<file path="config.mk">
export PLATFORM = sky130hd
export DESIGN_NAME = sar_adc_scan_ctrl
export DESIGN_NICKNAME = d
export VERILOG_FILES = /design/src/rtl/sar_adc_scan_ctrl.sv
export SDC_FILE = /design/constraint.sdc
export NUM_CORES = 1
export LEC_CHECK = 0
export ABC_AREA = 1
export BUFFER_PORTS_ARGS = -buffer_cell sky130_fd_sc_hd__buf_2
export CORE_ASPECT_RATIO = 1.1
export CORE_MARGIN = 1
export CORE_UTILIZATION = 47
export DETAILED_ROUTE_END_ITERATION = 12
export GPL_ROUTABILITY_DRIVEN = 0
export GPL_TIMING_DRIVEN = 0
export PLACE_DENSITY_LB_ADDON = 0.25
export SYNTH_ARGS = -nofsm -noshare
export SYNTH_HDL_FRONTEND = slang
export SYNTH_SLANG_ARGS = --single-unit
export TNS_END_PERCENT = 50
</file>
<file path="constraint.sdc">
create_clock -name clk_i -period 4.4 [get_ports clk_i]
set_clock_uncertainty 0.05 [all_clocks]
set_input_delay 0 -clock clk_i [delete_from_list [all_inputs] [get_ports clk_i]]
set_output_delay 0 -clock clk_i [all_outputs]
set_load 0.02 [all_outputs]
</file>
<file path="src/rtl/sar_adc_scan_ctrl.sv">
// Multi-channel SAR ADC scan controller: drives a differential cap DAC, comparator and input mux.
// Optional oversampling (2^OSR_LOG2 averaged conversions per result) when SAR_ADC_OVERSAMPLE_EN is defined.
module sar_adc_scan_ctrl #(
    parameter int RESOLUTION    = 8,
    parameter int NUM_CH        = 4,
    parameter int SETTLE_CYCLES = 1,
    parameter int SAMPLE_W      = 4,
    parameter int OSR_LOG2      = 2,
    localparam int CH_W         = (NUM_CH > 1) ? $clog2(NUM_CH) : 1
) (
    input  logic                  clk_i,
    input  logic                  rst_ni,
    input  logic                  start_i,
    input  logic                  stop_i,
    input  logic                  continuous_i,
    input  logic [NUM_CH-1:0]     chan_mask_i,
    input  logic [SAMPLE_W-1:0]   sample_cycles_i,
    output logic [CH_W-1:0]       ch_sel_o,
    output logic                  sample_o,
    output logic [RESOLUTION-1:0] dac_p_o,
    output logic [RESOLUTION-1:0] dac_n_o,
    input  logic                  comp_p_i,
    input  logic                  comp_n_i,
    output logic                  busy_o,
    output logic                  result_valid_o,
    input  logic                  result_ready_i,
    output logic [RESOLUTION-1:0] result_o,
    output logic [CH_W-1:0]       result_ch_o,
    output logic                  result_err_o
);

    localparam int BIT_W = $clog2(RESOLUTION);
    localparam int SET_W = (SETTLE_CYCLES > 1) ? $clog2(SETTLE_CYCLES) : 1;
    localparam logic [SET_W-1:0] SETTLE_LAST = SET_W'(SETTLE_CYCLES - 1);
    localparam logic [BIT_W-1:0] MSB_IDX     = BIT_W'(RESOLUTION - 1);

    if (RESOLUTION < 2 || NUM_CH < 1 || SETTLE_CYCLES < 1 || SAMPLE_W < 1 || OSR_LOG2 < 0) begin : g_paramCheck
        $error("sar_adc_scan_ctrl: parameter out of range");
    end

    typedef enum logic [1:0] {
        IDLE,
        SAMPLE,
        CONVERT,
        DONE
    } state_t;

    state_t r_state;
    state_t w_nextState;

    logic [NUM_CH-1:0]     r_mask;
    logic                  r_continuous;
    logic [SAMPLE_W-1:0]   r_sampleLen;
    logic [SAMPLE_W-1:0]   r_sampleCnt;
    logic                  r_stopPending;
    logic [CH_W-1:0]       r_chSel;
    logic [BIT_W-1:0]      r_bitIdx;
    logic [SET_W-1:0]      r_settleCnt;
    logic [RESOLUTION-1:0] r_code;
    logic                  r_err;
    logic [RESOLUTION-1:0] r_result;
    logic [CH_W-1:0]       r_resultCh;
    logic                  r_resultErr;

    logic [RESOLUTION-1:0] w_trial;
    logic [RESOLUTION-1:0] w_codeNext;
    logic                  w_decide;
    logic                  w_keep;
    logic                  w_invalid;
    logic                  w_convEnd;
    logic                  w_sampleEnd;
    logic                  w_startOk;
    logic                  w_handshake;
    logic                  w_stop;
    logic                  w_lastSub;
    logic                  w_hasNext;
    logic [CH_W-1:0]       w_nextCh;
    logic [CH_W-1:0]       w_firstCh;
    logic [CH_W-1:0]       w_startCh;
    logic                  w_chLoad;
    logic [CH_W-1:0]       w_chNext;
    logic [RESOLUTION-1:0] w_resultNext;

    function automatic logic [CH_W-1:0] lowestSet(input logic [NUM_CH-1:0] m);
        lowestSet = '0;
        for (int i = NUM_CH - 1; i >= 0; i--) begin
            if (m[i]) lowestSet = CH_W'(i);
        end
    endfunction

    assign w_trial     = r_code | (RESOLUTION'(1) << r_bitIdx);
    assign w_decide    = (r_state == CONVERT) && (r_settleCnt == SETTLE_LAST);
    assign w_keep      = comp_p_i & ~comp_n_i;
    assign w_invalid   = (comp_p_i == comp_n_i);
    assign w_codeNext  = w_keep ? w_trial : r_code;
    assign w_convEnd   = w_decide && (r_bitIdx == '0);
    assign w_sampleEnd = (r_state == SAMPLE) && (r_sampleCnt == r_sampleLen);
    assign w_startOk   = start_i && (chan_mask_i != '0);
    assign w_handshake = (r_state == DONE) && result_ready_i;
    assign w_stop      = r_stopPending | stop_i;
    assign w_firstCh   = lowestSet(r_mask);
    assign w_startCh   = lowestSet(chan_mask_i);

    // Next enabled channel strictly above the current one, lowest first
    always_comb begin
        w_hasNext = 1'b0;
        w_nextCh  = '0;
        for (int i = NUM_CH - 1; i >= 0; i--) begin
            if (r_mask[i] && (CH_W'(i) > r_chSel)) begin
                w_hasNext = 1'b1;
                w_nextCh  = CH_W'(i);
            end
        end
    end

`ifdef SAR_ADC_OVERSAMPLE_EN
    localparam int OSR_W = (OSR_LOG2 > 0) ? OSR_LOG2 : 1;
    localparam int ACC_W = RESOLUTION + OSR_LOG2;
    localparam logic [OSR_W-1:0] OSR_LAST = OSR_W'((1 << OSR_LOG2) - 1);

    logic [OSR_W-1:0] r_osrCnt;
    logic [ACC_W-1:0] r_acc;
    logic [ACC_W-1:0] w_accNext;

    assign w_accNext    = r_acc + ACC_W'(w_codeNext);
    assign w_lastSub    = (r_osrCnt == OSR_LAST);
    assign w_resultNext = RESOLUTION'(w_accNext >> OSR_LOG2);

    // Sub-conversion accumulator, restarted whenever a new channel is selected
    always_ff @(posedge clk_i or negedge rst_ni) begin
        if (!rst_ni) begin
            r_osrCnt <= '0;
            r_acc    <= '0;
        end else if (w_chLoad) begin
            r_osrCnt <= '0;
            r_acc    <= '0;
        end else if (w_convEnd) begin
            r_osrCnt <= r_osrCnt + 1'b1;
            r_acc    <= w_accNext;
        end
    end
`else
    assign w_lastSub    = 1'b1;
    assign w_resultNext = w_codeNext;
`endif

    always_ff @(posedge clk_i or negedge rst_ni) begin
        if (!rst_ni) r_state <= IDLE;
        else         r_state <= w_nextState;
    end

    // Scan sequencing; w_chLoad marks entry to SAMPLE on a newly selected channel
    always_comb begin
        w_nextState = r_state;
        w_chLoad    = 1'b0;
        w_chNext    = r_chSel;
        case (r_state)
            IDLE: begin
                if (w_startOk) begin
                    w_nextState = SAMPLE;
                    w_chLoad    = 1'b1;
                    w_chNext    = w_startCh;
                end
            end
            SAMPLE: begin
                if (w_sampleEnd) w_nextState = CONVERT;
            end
            CONVERT: begin
                if (w_convEnd) w_nextState = w_lastSub ? DONE : SAMPLE;
            end
            DONE: begin
                if (w_handshake) begin
                    if (w_stop) begin
                        w_nextState = IDLE;
                    end else if (w_hasNext) begin
                        w_nextState = SAMPLE;
                        w_chLoad    = 1'b1;
                        w_chNext    = w_nextCh;
                    end else if (r_continuous) begin
                        w_nextState = SAMPLE;
                        w_chLoad    = 1'b1;
                        w_chNext    = w_firstCh;
                    end else begin
                        w_nextState = IDLE;
                    end
                end
            end
            default: w_nextState = IDLE;
        endcase
    end

    // Configuration is captured once per scan so mid-scan input changes are ignored
    always_ff @(posedge clk_i or negedge rst_ni) begin
        if (!rst_ni) begin
            r_mask        <= '0;
            r_continuous  <= 1'b0;
            r_sampleLen   <= '0;
            r_stopPending <= 1'b0;
        end else begin
            if ((r_state == IDLE) && w_startOk) begin
                r_mask       <= chan_mask_i;
                r_continuous <= continuous_i;
                r_sampleLen  <= (sample_cycles_i == '0) ? SAMPLE_W'(1) : sample_cycles_i;
            end
            if (r_state == IDLE)  r_stopPending <= 1'b0;
            else if (stop_i)      r_stopPending <= 1'b1;
        end
    end

    // The first SAMPLE cycle lets the mux settle; the switch closes for the next r_sampleLen cycles
    always_ff @(posedge clk_i or negedge rst_ni) begin
        if (!rst_ni) begin
            r_sampleCnt <= '0;
        end else if ((w_nextState == SAMPLE) && (r_state != SAMPLE)) begin
            r_sampleCnt <= '0;
        end else if (r_state == SAMPLE) begin
            r_sampleCnt <= r_sampleCnt + 1'b1;
        end
    end

    // Successive approximation: one bit per trial, MSB first, decided on the trial's last cycle
    always_ff @(posedge clk_i or negedge rst_ni) begin
        if (!rst_ni) begin
            r_chSel     <= '0;
            r_bitIdx    <= '0;
            r_settleCnt <= '0;
            r_code      <= '0;
            r_err       <= 1'b0;
        end else begin
            if (w_chLoad) begin
                r_chSel <= w_chNext;
                r_err   <= 1'b0;
            end
            if (w_sampleEnd) begin
                r_bitIdx    <= MSB_IDX;
                r_settleCnt <= '0;
                r_code      <= '0;
            end else if (r_state == CONVERT) begin
                if (w_decide) begin
                    r_settleCnt <= '0;
                    r_code      <= w_codeNext;
                    if (w_invalid)          r_err    <= 1'b1;
                    if (r_bitIdx != '0)     r_bitIdx <= r_bitIdx - 1'b1;
                end else begin
                    r_settleCnt <= r_settleCnt + 1'b1;
                end
            end
        end
    end

    always_ff @(posedge clk_i or negedge rst_ni) begin
        if (!rst_ni) begin
            r_result    <= '0;
            r_resultCh  <= '0;
            r_resultErr <= 1'b0;
        end else if (w_convEnd && w_lastSub) begin
            r_result    <= w_resultNext;
            r_resultCh  <= r_chSel;
            r_resultErr <= r_err | w_invalid;
        end
    end

    assign ch_sel_o       = r_chSel;
    assign sample_o       = (r_state == SAMPLE) && (r_sampleCnt != '0);
    assign dac_p_o        = (r_state == CONVERT) ? w_trial : '0;
    assign dac_n_o        = (r_state == CONVERT) ? ~w_trial : '0;
    assign busy_o         = (r_state != IDLE);
    assign result_valid_o = (r_state == DONE);
    assign result_o       = r_result;
    assign result_ch_o    = r_resultCh;
    assign result_err_o   = r_resultErr;

endmodule

</file>
==> run summary <==
outcome - finished clean
Max Clk Rate - 0.548 GHz
vias per cell - 4.93
Hold WC Path Type - in -> reg
global route total overflow - 0
largest family of logic cells by synthesized area - simple AND/OR/NAND/NOR gates
post-CTS sizing - 0
crit start category - register
# IOs - 48
Die ar. - 5420 sq um
clock-pin slew on the worst setup and hold paths - 0.08 ns
leakage - 1.64 nW
max-cap violations - 0
Iter 0 DRT Violations - 76
Cell variety after synth - 34
initial antenna violation count - 0
WP data arrival - 1.97 ns
clock latency on the worst-skew pair - 0.30 ns
DP Wirelength - 3.69 mm
maximum vdd ir drop - 0.000397 V
Max-slew headroom - 0.378
fill count - 466
final hold vios - 0
post-layout net count - 403
Synth Area in Simple Gates - 0.269
CTS H-tree lvls - 2
Synth Area in XOR/XNOR - 0.00726
Max FO, Critical Path - 6
Starting Density - 0.504
DRC Markers - 0
Total Routing Usage GR - 0.202
sequential fraction of the synthesis area - 0.436
Critical Path Max Stage Delay - 0.44 ns
Synth warnings - 0
mux contribution to synthesized area - 0.00467
CTS tree - yes
Final period util - 0.415
Pins Over Slew Limit - 0
syn avg cell area - 7.81 sq um
antenna viol nets, final - 0
minimum clock period - 1.83 ns
Worst EP required - 4.54 ns
Std-Cell Rows - 26
Hold Slack - 0.0513 ns
Root Driver - clkbuf_8
Slew @ Worst Pin - 0.933 ns
Post-Synth Adder-Cell Area - 0.0674
Synth area leader - dfrtp_1
Ant. Diodes - 0
Die Y - 77.1 um
drt pass-1 iters - 6
Post-CTS Hold Fix Bufs - 11
CP Cell Sequence - inv_1 > ha_1 > inv_2 > nand2_1 > a21oi_2 > nand2_2 > a21oi_4 > nand4_2 > nand2_1 > nand2_1
CTS Sinks - 42
total CTS buffers - 5
Cells after Synth - 309
first-pass GRT wire length - 8.66 mm
RSZ-0062 raised after global routing - false
fraction of post-synthesis cell area in the top cell type by area - 0.436
CP max stage cell - dfrtp_1
layout cells sized above 1 - 0.248
number of post-CTS setup repair buffers - 0
largest net degree at the start of global routing - 43
final WL - 5.09 mm
Setup Viol. Count Final - 0
Synth Area in Compound Gates - 0.124
Area Growth Syn to Fin - 21.2%
vias in the first global route - 2048
I/O Buffers - 47
ranking of synthesized cells by area - dfrtp_1 (44%), nand2_1 (12%), ha_1 (6.7%)
Setup CP Type - reg -> reg
drt wl/cell - 11.8 um
Die X - 70.3 um
Area after DPL - 2720 sq um
Finished Cell Area - 2920 sq um
Mapped Area - 2410 sq um
CTS max path bufs - 2
Pwr Density - 640 nW/um^2
vias - 2125
synthesized net count - 338
Worst setup EP type - register
Post-Route Setup TNS - 0 ns
synthesis-stage register bit count - 42
Core ar. - 4780 sq um
most frequent CP cell - nand2_1
per-stage QoR:
step / instances / utilization / power (mW) / setup WS [ns]
4_1_cts: 431 / 0.611 / 1.90 / 2.55
5_1_grt: 431 / 0.611 / 2.05 / 2.35
6_report: 431 / 0.611 / 1.87 / 2.57
3_3_place_gp: 412 / 0.568 / 1.60 / 2.61
3_5_place_dp: 412 / 0.568 / 1.62 / 2.56
2_1_floorplan: 309 / - / 1.37 / 2.75
worst paths after layout:
kind | from | slack [ns] | endpoint | cells after the start
max | r_state[1] | 2.57 | r_sampleCnt[3] | 10
min | comp_p_i | 0.05 | r_err | 3
max reg2reg | r_state[1] | 2.57 | r_sampleCnt[3] | 10
min reg2reg | result_o[2] | 0.43 | result_o[2] | 2
max in group asynchronous | rst_ni | 3.39 | r_state[0] | 2
min in group asynchronous | rst_ni | 0.32 | result_o[2] | 2
cell usage after synthesis (all sizes together):
cell and n:
nor3 1, a21boi 1, nor2 43, clkbuf 1, a32oi 1, xor2 2, a31oi 1, buf 6
ha 13, o21bai 1, nand2 83, a21oi 13, nand4 2, dfrtp 42, nand3 11, clkinv 1
inv 49, nor4 2, mux2 1, o211ai 3, a22oi 1, o21ai 30, a32o 1
area by class of cell:
cell class	instances	area (sq um)	share of cell area
multi-input combinational	210	1140	0.390
sequential	42	1050	0.360
timing repair buffer	58	345	0.118
inverter	50	188	0.0642
clock buffer	6	82.6	0.0283
tap	56	70.1	0.0240
buffer	7	32.5	0.0111
clock inverter	2	12.5	0.00428
power by group:
group          leakage, nW  internal (mW)  switching (mW)
logic                 1.08          0.345           0.640
clock network       0.0472          0.126           0.134
registers            0.516          0.524           0.102
worst max-delay path, delay by kind of cell, from the launching register on:
| family | cells | cell delay, ns |
|---|---|---|
| AO/OA/AOI/OAI | 2 | 0.30 |
| adder cells (fa/ha/maj) | 1 | 0.28 |
| flip-flops | 1 | 0.44 |
| AND/OR/NAND/NOR | 5 | 0.41 |
| buffers and inverters | 2 | 0.26 |
metal layers:
metal  global-route usage  routed length, um  up-vias
met4               0.0760                100        0
met2                0.352               2520       60
li1                     -                  -     1103
met5                    0                  0        -
met3               0.0499                231        8
met1                0.237               2240      954
kinds of logic after synthesis:
kind of cell | Yosys count
flops | 42
simple gates | 142
mux | 1
fa+ha+maj | 13
xor+xnor | 2
buf+inv | 57
compound gates | 52
flip-flops by register name (all words and copies together) (netlist names):
name	cells
r_bitIdx	3
r_sampleCnt	4
r_err	1
r_state	2
r_mask	4
r_continuous	1
result_err_o	1
r_sampleLen	4
r_settleCnt	1
r_code	8
result_o	8
r_stopPending	1
result_ch_o	2
ch_sel_o	2
cell usage in the layout (no fill, tap or decap), drive strengths merged, types with 3 or more instances in the layout:
cell	n
clkbuf	7
o21ai	30
nand3	11
a21oi	13
inv	49
dlygate4sd3	11
dfrtp	42
buf	53
ha	13
nand2	83
o211ai	3
nor2	43
(Power assumes the default switching activity.)
